$ cat config.mk
export PLATFORM = sky130hd
export DESIGN_NAME = fp_wb_arbiter
export DESIGN_NICKNAME = d
export VERILOG_FILES = /design/src/rtl/fp_wb_pkg.sv /design/src/rtl/fp_wb_rr_arbiter.sv /design/src/rtl/fp_wb_arbiter.sv
export SDC_FILE = /design/constraint.sdc
export NUM_CORES = 1
export LEC_CHECK = 0
export BUFFER_PORTS_ARGS = -buffer_cell sky130_fd_sc_hd__buf_2
export CAP_MARGIN = 20
export CORE_MARGIN = 5
export CORE_UTILIZATION = 30
export DETAILED_ROUTE_END_ITERATION = 16
export GPL_TIMING_DRIVEN = 0
export PLACE_DENSITY = 0.55
export SYNTH_ARGS = -nofsm -noshare
export SYNTH_HDL_FRONTEND = slang
export SYNTH_HIERARCHICAL = 1
export SYNTH_SLANG_ARGS = --single-unit
export TNS_END_PERCENT = 5
$ cat constraint.sdc
create_clock -name clk -period 8 [get_ports clk]
set_input_delay 1.6 -clock clk [delete_from_list [all_inputs] [get_ports clk]]
set_output_delay 1.6 -clock clk [all_outputs]
set_load 0.05 [all_outputs]
$ cat src/rtl/fp_wb_pkg.sv
// Shared types and constants for the FP writeback arbiter: entry payload, flag widths and bit positions.
package fp_wb_pkg;

  localparam int unsigned FFLAGS_W      = 5;
  localparam int unsigned FP_XLEN       = 32;
  localparam int unsigned FP_TOTAL_REGS = 32;
  localparam int unsigned FP_AW         = $clog2(FP_TOTAL_REGS);

  // fcsr.fflags bit positions
  localparam int unsigned FFLAG_NX = 0;
  localparam int unsigned FFLAG_UF = 1;
  localparam int unsigned FFLAG_OF = 2;
  localparam int unsigned FFLAG_DZ = 3;
  localparam int unsigned FFLAG_NV = 4;

  typedef struct packed {
    logic [FP_AW-1:0]    rd;
    logic [FP_XLEN-1:0]  data;
    logic [FFLAGS_W-1:0] fflags;
  } fp_wb_entry_t;

  // Assemble an fflags vector from individual exception bits.
  function automatic logic [FFLAGS_W-1:0] fflags_make(input logic nv, input logic dz,
                                                      input logic ovf, input logic uf,
                                                      input logic nx);
    logic [FFLAGS_W-1:0] f;
    f = '0;
    f[FFLAG_NV] = nv;
    f[FFLAG_DZ] = dz;
    f[FFLAG_OF] = ovf;
    f[FFLAG_UF] = uf;
    f[FFLAG_NX] = nx;
    return f;
  endfunction

endpackage

$ cat src/rtl/fp_wb_rr_arbiter.sv
// N-way rotating-priority arbiter: the first requester at or after ptr (wrapping) receives a one-hot grant.
module fp_wb_rr_arbiter #(
  parameter  int unsigned N  = 3,
  localparam int unsigned PW = $clog2(N)
) (
  input  logic [N-1:0]  req,
  input  logic [PW-1:0] ptr,
  output logic [N-1:0]  grant_c
);

  logic found_c;

  always_comb begin
    int unsigned idx;
    grant_c = '0;
    found_c = 1'b0;
    idx     = 0;
    for (int unsigned k = 0; k < N; k++) begin
      idx = 32'(ptr) + k;
      if (idx >= N) idx = idx - N;
      if (!found_c && req[PW'(idx)]) begin
        grant_c[PW'(idx)] = 1'b1;
        found_c           = 1'b1;
      end
    end
  end

endmodule

$ cat src/rtl/fp_wb_arbiter.sv
// FP writeback arbiter: per-lane 1-entry buffers, WAW age ordering, round-robin retire into the FP regfile.
// Optional sticky fflags accumulator enabled by defining FP_WB_FFLAGS_ACC_EN.
module fp_wb_arbiter
  import fp_wb_pkg::*;
#(
  parameter  int unsigned N_UNITS    = 3,
  parameter  int unsigned XLEN       = FP_XLEN,
  parameter  int unsigned TOTAL_REGS = FP_TOTAL_REGS,
  localparam int unsigned AW         = $clog2(TOTAL_REGS),
  localparam int unsigned PW         = $clog2(N_UNITS)
) (
  input  logic                              clk,
  input  logic                              reset_n,
  input  logic [N_UNITS-1:0]                lane_valid_i,
  output logic [N_UNITS-1:0]                lane_ready_o,
  input  logic [N_UNITS-1:0][AW-1:0]        lane_rd_i,
  input  logic [N_UNITS-1:0][XLEN-1:0]      lane_data_i,
  input  logic [N_UNITS-1:0][FFLAGS_W-1:0]  lane_fflags_i,
  output logic                              FP_reg_write_p_mux,
  output logic [AW-1:0]                     waddr_wb,
  output logic [XLEN-1:0]                   wdata_wb,
  output logic [FFLAGS_W-1:0]               fflags_wb,
  output logic [N_UNITS-1:0][AW-1:0]        pending_rd_o,
  output logic [N_UNITS-1:0]                pending_valid_o
`ifdef FP_WB_FFLAGS_ACC_EN
  ,
  input  logic                              fflags_clr_i,
  output logic [FFLAGS_W-1:0]               fflags_acc_o
`endif
);

  fp_wb_entry_t       ent_q [N_UNITS];
  logic [N_UNITS-1:0] ent_v_q;
  // age_q[i][j] set means entry j is older than entry i
  logic [N_UNITS-1:0] age_q [N_UNITS];
  logic [PW-1:0]      rr_ptr_q;

  logic [N_UNITS-1:0] cap_c;
  logic [N_UNITS-1:0] elig_c;
  logic [N_UNITS-1:0] grant_c;
  logic               any_grant_c;
  logic [PW-1:0]      gnt_idx_c;
  fp_wb_entry_t       sel_c;

  // A draining buffer can refill in the same cycle.
  assign lane_ready_o = ~ent_v_q | grant_c;
  assign cap_c        = lane_valid_i & lane_ready_o;
  assign any_grant_c  = |grant_c;

  always_comb begin
    for (int i = 0; i < N_UNITS; i++) begin
      pending_rd_o[i] = ent_q[i].rd;
    end
    pending_valid_o = ent_v_q;
  end

  // An entry may retire only when no older buffered entry targets the same rd.
  always_comb begin
    elig_c = ent_v_q;
    for (int i = 0; i < N_UNITS; i++) begin
      for (int j = 0; j < N_UNITS; j++) begin
        if (age_q[i][j] && ent_v_q[j] && (ent_q[j].rd == ent_q[i].rd)) elig_c[i] = 1'b0;
      end
    end
  end

  fp_wb_rr_arbiter #(.N(N_UNITS)) u_rr (
    .req     (elig_c),
    .ptr     (rr_ptr_q),
    .grant_c (grant_c)
  );

  always_comb begin
    sel_c     = '0;
    gnt_idx_c = '0;
    for (int i = 0; i < N_UNITS; i++) begin
      if (grant_c[i]) begin
        sel_c     = ent_q[i];
        gnt_idx_c = PW'(i);
      end
    end
  end

  always_ff @(posedge clk or negedge reset_n) begin
    if (!reset_n) begin
      ent_v_q <= '0;
      for (int i = 0; i < N_UNITS; i++) ent_q[i] <= '0;
    end else begin
      for (int i = 0; i < N_UNITS; i++) begin
        if (cap_c[i]) begin
          ent_v_q[i]      <= 1'b1;
          ent_q[i].rd     <= lane_rd_i[i];
          ent_q[i].data   <= lane_data_i[i];
          ent_q[i].fflags <= lane_fflags_i[i];
        end else if (grant_c[i]) begin
          ent_v_q[i] <= 1'b0;
        end
      end
    end
  end

  // New entries are younger than every surviving entry; same-cycle captures order by lane index.
  always_ff @(posedge clk or negedge reset_n) begin
    if (!reset_n) begin
      for (int i = 0; i < N_UNITS; i++) age_q[i] <= '0;
    end else begin
      for (int i = 0; i < N_UNITS; i++) begin
        for (int j = 0; j < N_UNITS; j++) begin
          if (cap_c[i]) begin
            age_q[i][j] <= (ent_v_q[j] & ~grant_c[j]) | (cap_c[j] & (j < i));
          end else if (cap_c[j]) begin
            age_q[i][j] <= 1'b0;
          end
        end
      end
    end
  end

  always_ff @(posedge clk or negedge reset_n) begin
    if (!reset_n) begin
      rr_ptr_q <= '0;
    end else if (any_grant_c) begin
      rr_ptr_q <= (gnt_idx_c == PW'(N_UNITS - 1)) ? '0 : gnt_idx_c + PW'(1);
    end
  end

  // Write port register; data holds when nothing retires.
  always_ff @(posedge clk or negedge reset_n) begin
    if (!reset_n) begin
      FP_reg_write_p_mux <= 1'b0;
      waddr_wb           <= '0;
      wdata_wb           <= '0;
      fflags_wb          <= '0;
    end else begin
      FP_reg_write_p_mux <= any_grant_c;
      if (any_grant_c) begin
        waddr_wb  <= sel_c.rd;
        wdata_wb  <= sel_c.data;
        fflags_wb <= sel_c.fflags;
      end
    end
  end

`ifdef FP_WB_FFLAGS_ACC_EN
  // Clear takes priority and drops any flags retiring in the same cycle.
  always_ff @(posedge clk or negedge reset_n) begin
    if (!reset_n) begin
      fflags_acc_o <= '0;
    end else if (fflags_clr_i) begin
      fflags_acc_o <= '0;
    end else if (any_grant_c) begin
      fflags_acc_o <= fflags_acc_o | sel_c.fflags;
    end
  end
`endif

endmodule
After elaboration in Yosys (flattened, before gate mapping)
Index checks and enable logic that the tools add are counted.
- bitwise operators: 13
- reductions and logical operators: 29
- $add $sub $neg: 6
- magnitude comparators: 9
- mux-type cells: 50
- eq/ne operators: 7
- operators with widths (operator ; number):
    $mux W42 ; 3
    $mux W1 ; 33
    $eq A5 B5 Y1 ; 6
    $logic_and A1 B1 Y1 ; 20
    $reduce_bool A2 Y1 ; 6
    $mux W2 ; 5
    $lt A2 B3 Y1 const B ; 3
    $mux W3 ; 3
    $or A3 B3 Y3 ; 3
    $bmux W1 S2 ; 3
    $demux W1 S2 ; 3
    $ge A2 B1 Y1 const B ; 3
    $ge A3 B2 Y1 const B ; 2
    $sub A2 B2 Y2 const B ; 3
    $add A2 B1 Y3 const B ; 1
    $add A2 B2 Y3 const B ; 1
    $and A1 B1 Y1 ; 3
    $and A3 B3 Y3 ; 1
    $not A1 Y1 ; 3
    $not A3 Y3 ; 1
    $reduce_or A3 Y1 ; 1
    $add A2 B1 Y2 const B ; 1
    $eq A2 B2 Y1 const B ; 1
    $ge A2 B2 Y1 const B ; 1
    other kinds (2) ; 4
- output and inout bits: 64
- flip-flop bits (word level): 183
- bits of input ports: 131
- word-level logic and storage cells: 140

Logic depth before layout (Yosys ltp)
Gate-level depths: netlist of run 1.
- depth in word-level cells: 18
- gate-level depth with buffers: 14
- mapped depth without buffers: 12

Hierarchy
The synthesis of run 1 kept the hierarchy.
- modules (own cells, without submodules) (module ; cells each ; sequential area each (um2) ; instances ; area each (um2)):
    fp_wb_arbiter ; 570 ; 4579.4 ; 1 ; 7628.6
    fp_wb_rr_arbiter ; 34 ; 0.0 ; 1 ; 260.2

Worst setup path before layout of run 1
No wires, ideal clock.
- path kind: register -> output
- start point: register ent_q (netlist bit pending_rd_o[3])
- end point: output port lane_ready_o[2]
- slack: 3.870 ns
- required time: 6.400 ns
- arrival time: 2.530 ns
- stages on the path, launching flop included: 11
- path buffers: 1
- cell sequence: dfrtp_1 nor2b_1 a2111o_1 nor4_2 a31oi_1 mux2i_1 a221o_1 o22ai_1 a22o_1 nand2b_1 buf_4
- elaborated cells between the ends (all ways): 34
- those cells by class: eq/ne: 4; mux: 19; bitwise: 3; reduce/logical: 8
- RTL lines (item ; RTL line ; text):
    start, declared ; fp_wb_arbiter.sv:32 ; fp_wb_entry_t ent_q [N_UNITS];
    $eq A5 B5 Y1 ; fp_wb_arbiter.sv:62 ; if (age_q[i][j] && ent_v_q[j] && (ent_q[j].rd == ent_q[i].rd)) elig_c[i] = 1'b0;
    $logic_and A1 B1 Y1 ; fp_wb_arbiter.sv:62 ;
    $mux W1 ; fp_wb_arbiter.sv:62 ;
    $mux W1 (*) ; fp_wb_arbiter.sv:62 ;
    named net elig_c[0] ; fp_wb_arbiter.sv:39 ; logic [N_UNITS-1:0] elig_c;
    $bmux W1 S2 ; fp_wb_rr_arbiter.sv:21 ; if (!found_c && req[PW'(idx)]) begin
    $mux W1 (implied by the code) ; fp_wb_rr_arbiter.sv:21 ;
    $mux W1 ; fp_wb_rr_arbiter.sv:21 ;
    $logic_not A1 Y1 ; fp_wb_rr_arbiter.sv:21 ;
    $logic_and A1 B1 Y1 ; fp_wb_rr_arbiter.sv:21 ;
    $mux W1 ; fp_wb_rr_arbiter.sv:21 ;
    $logic_not A1 Y1 ; fp_wb_rr_arbiter.sv:21 ;
    $logic_and A1 B1 Y1 ; fp_wb_rr_arbiter.sv:21 ;
    $mux W3 (*) ; fp_wb_rr_arbiter.sv:21 ;
    named net grant_c[2] ; fp_wb_arbiter.sv:40 ; logic [N_UNITS-1:0] grant_c;
    $or A3 B3 Y3 (*) ; fp_wb_arbiter.sv:46 ; assign lane_ready_o = ~ent_v_q | grant_c;
    end, declared ; fp_wb_arbiter.sv:15 ; output logic [N_UNITS-1:0] lane_ready_o,
The timed path passes the listed nets; every way through them passes the cells marked *. The select of a mux whose other input is x is not followed.

Worst setup path after layout of run 1
- start point: register ent_q (netlist bit pending_rd_o[5])
- end point: output port lane_ready_o[2]
- elaborated cells between the ends (all ways): 33
- those cells by class: eq/ne: 4; mux: 18; bitwise: 3; reduce/logical: 8
- RTL lines (item ; RTL line):
    $eq A5 B5 Y1 (*) ; fp_wb_arbiter.sv:62
    $logic_and A1 B1 Y1 (*) ; fp_wb_arbiter.sv:62
    $mux W1 (*) (2 in series) ; fp_wb_arbiter.sv:62
    named net elig_c[0] ; fp_wb_arbiter.sv:39
    $bmux W1 S2 ; fp_wb_rr_arbiter.sv:21
    $mux W1 (implied by the code) ; fp_wb_rr_arbiter.sv:21
    $mux W1 ; fp_wb_rr_arbiter.sv:21
    $logic_not A1 Y1 ; fp_wb_rr_arbiter.sv:21
    $logic_and A1 B1 Y1 ; fp_wb_rr_arbiter.sv:21
    $mux W1 ; fp_wb_rr_arbiter.sv:21
    $logic_not A1 Y1 ; fp_wb_rr_arbiter.sv:21
    $logic_and A1 B1 Y1 ; fp_wb_rr_arbiter.sv:21
    $mux W3 (*) ; fp_wb_rr_arbiter.sv:21
    named net grant_c[2] ; fp_wb_arbiter.sv:40
    $or A3 B3 Y3 (*) ; fp_wb_arbiter.sv:46
Marked as above.

==> metrics.yaml, run 1 <==
floorplanning:
  die_area_sq_um: 29600
  die_w_um: 172
  fp-row-count: 59
  core_region_area_sq_um: 26000
  ios: 195
  die_h_um: 172
  start_util_pct: 30.4
timing:
  fin_crit_sh_pct: 64.6
  clock_skew_ns: 0.0128
  drv_slew: 0
  min_period_ns: 5.17
  rsz0062_at_grt: "false"
  setup_violations: 0
  worst_slew_pin_slew_ns: 0.737
  tns_ns: 0
  hold_violations: 0
  whs_ns: 0.490
  slew_headroom_pct: 50.8
  timing.fmax_mhz: 194
synthesis:
  synthesis.nets: 739
  ys_top_cells_by_count: "183 x dfrtp_1, 104 x mux2_2, 87 x o22ai_1"
  syn_area_sq_um: 7890
  post_synth_fa_ha_maj_area_fraction_pct: 0.634
  yosysMostFrequentCell: "dfrtp_1"
  synth_compound_area_share_pct: 13.0
  synth.ff_latch_count: 183
  seq_area_frac_synth_pct: 58.0
  synth_mux_area_share_pct: 18.1
  synth-simple-area-share_pct: 2.95
  synth_top_area_share_pct: 58.0
  ys_dominant_reg_cell: "dfrtp_1"
  syn_avg_cell_area_sq_um: 13.1
  yosys_warnings: 6
  synth-edff-count: 0
  synth_cells: 604
  yosys.cell_types.count: 47
  yosys-top-cells-area: "dfrtp_1 58%, mux2_2 15%, o22ai_1 6.9%, a21oi_1 3.4%, mux2_4 2.5%"
  synth_xor_area_share_pct: 1.55
  yosysTopAreaCell: "dfrtp_1"
  synthArstFlopShare_pct: 100
  synth_top_family_by_area: "multiplexers"
detailed_routing:
  drt-total-wl_mm: 22.4
  drtIter0Drc: 346
  vias: 5654
  ant_nets: 0
  viasPerCell: 4.84
  drc: 0
  wl_per_cell_um: 19.2
  firstDrtPassIters: 4
clock_tree:
  cts_made_buffers: 17
  cts.clk_slew.worst_paths_ns: 0.07
  cts.sinks: 183
  ctsHoldBuffers: 0
  clockBufferDepth: 2
  cts_tree: "yes"
  clk-insertion-delay-late_ns: 0.43
  cts_root_buf: "clkbuf_16"
  cts_setup_buffers: 0
  cts_resized: 0
  h-tree-depth: 4
grt:
  gr-total-overflow: 0
  met1_usage_pct: 20.7
  grtUsageMet2_pct: 24.6
  met3_usage_pct: 2.93
  grt_antenna_before_repair: 3
  grt_first_pass_wirelength_mm: 34.4
  top_usage_layer: "met2"
  grt_util_all_layers_pct: 15.1
  grt_max_degree: 97
  grt_pass1_vias: 5807
critical_path:
  critPathTopFamily: "compound AO/OA/AOI/OAI gates"
  rrSetupSlack_ns: 4.11
  worstSetupPathType: "flop to primary output"
  slowest_delay_ns: 0.49
  path_cells: "nor2b_1 > a2111o_1 > nor4_2 > a31oi_1 > mux2i_1 > a221o_1 > o22ai_1 > a22o_1 > nand2b_1 > buf_4 > buf_2"
  setup.worst_path.end_class: "primary output"
  crit_buf_inv: 2
  worstPathArrival_ns: 3.57
  cp_max_fo: 8
  setup.worst_path.start_class: "flop"
  cp.required_ns: 6.40
  critPathSlowestCell: "dfrtp_1"
finish:
  drive_above_1_share_pct: 47.5
  multi_input_area_sq_um: 2860
  fin_area_sq_um: 9900
  regArea_sq_um: 4580
  area_delta_synth_final_pct: 25.5
  fin_nets: 953
  fill_cells: 2590
place:
  place_area_sq_um: 9320
  io_buffers: 194
  gp_congestion: 0.779
  hpwlAfterDp_mm: 16.2
run_status:
  status: "complete, no violations"
power:
  cellLeakagePower_nw: 5.16
  p_per_area_nw_per_um2: 183
  p_total_mw: 1.81
  ir_drop_mv: 0.0886
flow_run:
  cap_violations: 0
worst_hold_path:
  hp-class: "flop to flop"
## cells by family (layout without fill, tap and decap cells)
logic type,after synthesis,count (layout)
buffers and inverters,71,298
xor gates and xnor gates,14,14
adders and majority gates,4,4
other,0,3
muxes,123,123
AOI/OAI and AO/OA,169,169
and+or+nand+nor,40,40
DFF,183,183
## routing by layer
| metal | part of all wire [%] | vias up |
|---|---|---|
| li1 | - | 2630 |
| met1 | 44 | 2848 |
| met2 | 49 | 154 |
| met3 | 5.7 | 20 |
| met4 | 1.4 | 2 |
| met5 | 0.031 | - |
## power by group
part           switching, mW  total, mW  internal (mW)  leakage [nW]
clock                  0.393      0.834          0.441         0.273
combinational         0.0303     0.0556         0.0252          2.39
sequential                 0      0.924          0.924          2.50
total                  0.423       1.81           1.39          5.16
## final timing paths
kind / startpoint / cells past startpoint / to
worst max-delay path: pending_rd_o[5] / 11 / lane_ready_o[2]
min in group asynchronous: reset_n / 1 / pending_rd_o[11]
worst min-delay path: age_q[8] / 1 / age_q[8]
worst max register to register: pending_rd_o[5] / 13 / ent_q[111]
max in group asynchronous: reset_n / 2 / ent_q[56]
worst min register to register: age_q[8] / 1 / age_q[8]
## through the flow
step | std cells | worst slack (ns) | utilization, %
finish | 1169 | 2.83 | 38.1
detailed placement | 1134 | 3.31 | 35.9
floorplan | 604 | 3.87 | -
global route | 1168 | 2.68 | 38.1
global placement | 1133 | 2.15 | 35.7
CTS | 1166 | 2.82 | 38.1
## registers in the layout, indices dropped and copies added (netlist names)
register	cells
waddr_wb	5
pending_rd_o	15
ent_q	111
rr_ptr_q	2
age_q	9
FP_reg_write_p_mux	1
wdata_wb	32
pending_valid_o	3
fflags_wb	5
## layout make-up
cell class / count / share of cell area [%]
Timing Repair Buffer: 195 / 10.2
Multi-Input combinational cell: 350 / 28.9
Sequential cell: 183 / 46.3
Clock buffer: 19 / 4.37
Inverter: 17 / 0.645
Buffer: 54 / 3.89
Tap cell: 335 / 4.23
Clock inverter: 13 / 1.44
Antenna cell: 3 / 0.0758
## layout by cell type (no fill, tap or decap), types with 13 or more instances in the layout
cell type,Yosys,routed
a21oi_1,53,53
buf_2,11,204
buf_4,21,21
clkbuf_1,11,13
clkbuf_16,0,17
dfrtp_1,183,183
inv_1,15,15
mux2_2,104,104
mux2_4,13,13
o22ai_1,87,87
## worst reg2reg max path: stages, from the launching register on
cell      delay [ns]
dfrtp_1         0.49
nor2b_1         0.18
a2111o_1        0.36
nor4_2          0.36
a31oi_1         0.24
mux2i_1         0.17
a221o_1         0.27
o22ai_1         0.23
a221o_1         0.33
nand2b_4        0.20
and2_1          0.12
buf_2           0.25
buf_6           0.21
mux2_2          0.36
(Power assumes the default switching activity.)
==> inputs of run 2 (changes only) <==
ABC_AREA = 1   (was default)
PLACE_DENSITY = 0.57   (was 0.55)
clock period = 4.52 ns   (was 8 ns; I/O delays follow)
==> run 2 against run 1 <==
Effect of this change: critical path depth up 4; die area up 2.9%; clock skew down 0.0015 ns; count of clock-buffer cells in the layout rose by 1; final cell count up 33%; sequential share of layout area decreased by 1.2 points; routed wire length rose by 13%; area after synthesis increased by 3.1%; first-iteration DRC count up 31%; critical endpoint is now lane_ready_o[0].
==> metrics.yaml, run 2 <==
run_status:
  status: "complete, no violations"
critical_path:
  cp.required_ns: 3.62  # -2.78 ns
  worstPathArrival_ns: 2.90  # -0.67 ns
  setup.worst_path.end_class: "primary output"
  critPathSlowestCell: "dfrtp_1"
  path_cells: "inv_1 > nand2_1 > nand2_1 > nor2_1 > nand3_1 > nor2_1 > nor2_1 > nand2_1 > nand2_2 > a21oi_4 > or2_1 > nand3_1 > inv_2 > nand2_2 > buf_2"
  slowest_delay_ns: 0.41  # -0.08 ns
  setup.worst_path.start_class: "flop"
  worstSetupPathType: "flop to primary output"
  cp_max_fo: 7  # -1
floorplanning:
  die_area_sq_um: 30500  # +2.9%
  start_util_pct: 30.3  # about the same
  ios: 195  # unchanged
  core_region_area_sq_um: 26800  # +3.1%
  die_w_um: 175  # +1.4%
  fp-row-count: 60  # +1.7%
  die_h_um: 175  # +1.4%
detailed_routing:
  drc: 0  # unchanged
  vias: 7033  # +24%
  ant_nets: 0  # unchanged
  viasPerCell: 4.51  # -6.8%
  firstDrtPassIters: 5  # +1
  wl_per_cell_um: 16.3  # -15%
  drt-total-wl_mm: 25.4  # +13%
  drtIter0Drc: 454  # +31%
synthesis:
  yosysMostFrequentCell: "nand2_1"
  synth_top_area_share_pct: 56.3  # -1.7 points
  syn_avg_cell_area_sq_um: 8.20  # -37%
  synth_cells: 991  # +64%
  yosysTopAreaCell: "dfrtp_1"
  synthesis.nets: 1126  # +52%
  yosys_warnings: 6  # unchanged
  synth-edff-count: 0  # unchanged
  ys_top_cells_by_count: "492 x nand2_1, 183 x dfrtp_1, 68 x nor2_1"
  synthArstFlopShare_pct: 100  # unchanged
  yosys.cell_types.count: 26  # -45%
  syn_area_sq_um: 8130  # +3.1%
  ys_dominant_reg_cell: "dfrtp_1"
  yosys-top-cells-area: "dfrtp_1 56%, nand2_1 23%, o21ai_0 3.5%, a31oi_1 3.2%, nor2_1 3.1%"
  seq_area_frac_synth_pct: 56.3  # -1.7 points
  synth.ff_latch_count: 183  # unchanged
grt:
  grt_util_all_layers_pct: 16.9  # +1.7 points
  grt_antenna_before_repair: 6  # +3
  gr-total-overflow: 0  # unchanged
  grt_pass1_vias: 7254  # +25%
  grt_max_degree: 113  # +16%
  grt_first_pass_wirelength_mm: 40.2  # +17%
flow_run:
  cap_violations: 0  # unchanged
clock_tree:
  cts_root_buf: "clkbuf_16"
  cts.clk_slew.worst_paths_ns: 0.07  # about the same
  cts_setup_buffers: 0  # unchanged
  cts_made_buffers: 17  # unchanged
  ctsHoldBuffers: 0  # unchanged
  clk-insertion-delay-late_ns: 0.44  # about the same
  clockBufferDepth: 2  # unchanged
  cts.sinks: 183  # unchanged
  cts_tree: "yes"
  h-tree-depth: 4  # unchanged
  cts_resized: 0  # unchanged
finish:
  fin_nets: 1340  # +41%
  drive_above_1_share_pct: 24.5  # -23 points
  fill_cells: 2852  # +10%
  max_flop_register: "ent_q"
  area_delta_synth_final_pct: 25.0
  fin_area_sq_um: 10200  # +2.7%
  mostFrequentLayoutCells: "492 x nand2_1, 214 x buf_2, 183 x dfrtp_1"
  largest_register_ffs: 111  # unchanged
  final_common_cell: "nand2_1"
worst_hold_path:
  hp-class: "primary input to async pin"
timing:
  fin_crit_sh_pct: 84.1
  timing.fmax_mhz: 263
  rsz0062_at_grt: "false"
  drv_slew: 0  # unchanged
  worst_slew_pin_slew_ns: 0.667  # -0.0699 ns
  hold_violations: 0  # unchanged
  setup_violations: 0  # unchanged
  slew_headroom_pct: 55.5  # +4.7 points
  min_period_ns: 3.80
  clock_skew_ns: 0.0114  # -0.00145 ns
place:
  hpwlAfterDp_mm: 18.3  # +13%
  gp_congestion: 0.841  # +7.9%
  io_buffers: 194  # unchanged
  place_area_sq_um: 9570  # +2.7%
-- run 2: stage by stage --
| step | setup TNS [ns] | std cells | util (%) | hold WS (ns) | setup WS [ns] |
|---|---|---|---|---|---|
| 3_3_place_gp | -118.14 | 1526 | 35.6 | 0.457 | -0.658 |
| 4_1_cts | 0 | 1559 | 37.9 | 0.441 | 0.691 |
| 2_1_floorplan | 0 | 991 | - | 0.444 | 1.55 |
| 3_5_place_dp | 0 | 1527 | 35.7 | 0.459 | 1.18 |
| 5_1_grt | 0 | 1560 | 37.9 | 0.449 | 0.432 |
| 6_report | 0 | 1560 | 37.9 | 0.404 | 0.718 |
-- run 2: logic make-up (layout without fill, tap and decap cells) --
logic type / Yosys count / count (layout) / synth area share, %
other: 0 / 1 / 0
XOR/XNOR: 5 / 5 / 0.539
buffers and inverters: 101 / 328 / 6.73
flip-flops: 183 / 183 / 56.3
AO/OA/AOI/OAI: 102 / 102 / 7.09
AND/OR/NAND/NOR: 596 / 596 / 28.7
adder cells (fa/ha/maj): 4 / 4 / 0.616
-- run 2: path summary, 6_finish.rpt --
check                                      start  slack [ns]  cells after the start          endpoint
worst max-delay path            pending_rd_o[14]        0.72                     15   lane_ready_o[0]
worst min-delay path                     reset_n        0.40                      1         ent_q[53]
worst max register to register  pending_rd_o[14]        1.33                     18         ent_q[88]
worst min register to register        ent_q[116]        0.48                      2        ent_q[116]
max in group asynchronous                reset_n        3.15                      2  pending_rd_o[11]
min in group clk                      ent_q[116]        0.48                      2        ent_q[116]
-- run 2: critical path, delay by kind of cell (launching register included) --
family                 cells  cell delay [ns]
flip-flops                 1             0.41
AO/OA/AOI/OAI              1             0.19
buffers and inverters      3             0.56
AND/OR/NAND/NOR           11             1.29
-- run 2: cell type report --
type	instances	area (sq um)	share of cell area [%]
Inverter	39	149	1.46
Multi-Input combinational cell	707	3000	29.6
Clock buffer	20	457	4.49
Buffer	62	398	3.91
Sequential cell	183	4580	45.1
Tap cell	341	427	4.20
Clock inverter	12	140	1.38
Timing Repair Buffer	195	1010	9.92
Antenna cell	1	2.50	0.0246
-- run 2: metal layers --
metal / vias up / wire, um / global-route usage [%]
met2: 186 / 11700 / 27.0
met5: - / 56 / 0
met4: 10 / 524 / 4.94
met1: 3276 / 11600 / 22.8
li1: 3519 / - / -
met3: 42 / 1440 / 4.24
Power of run 2 is left out: the tool's default activity adds up to more than one toggle a clock period on the data nets, which glitch-free logic cannot reach.
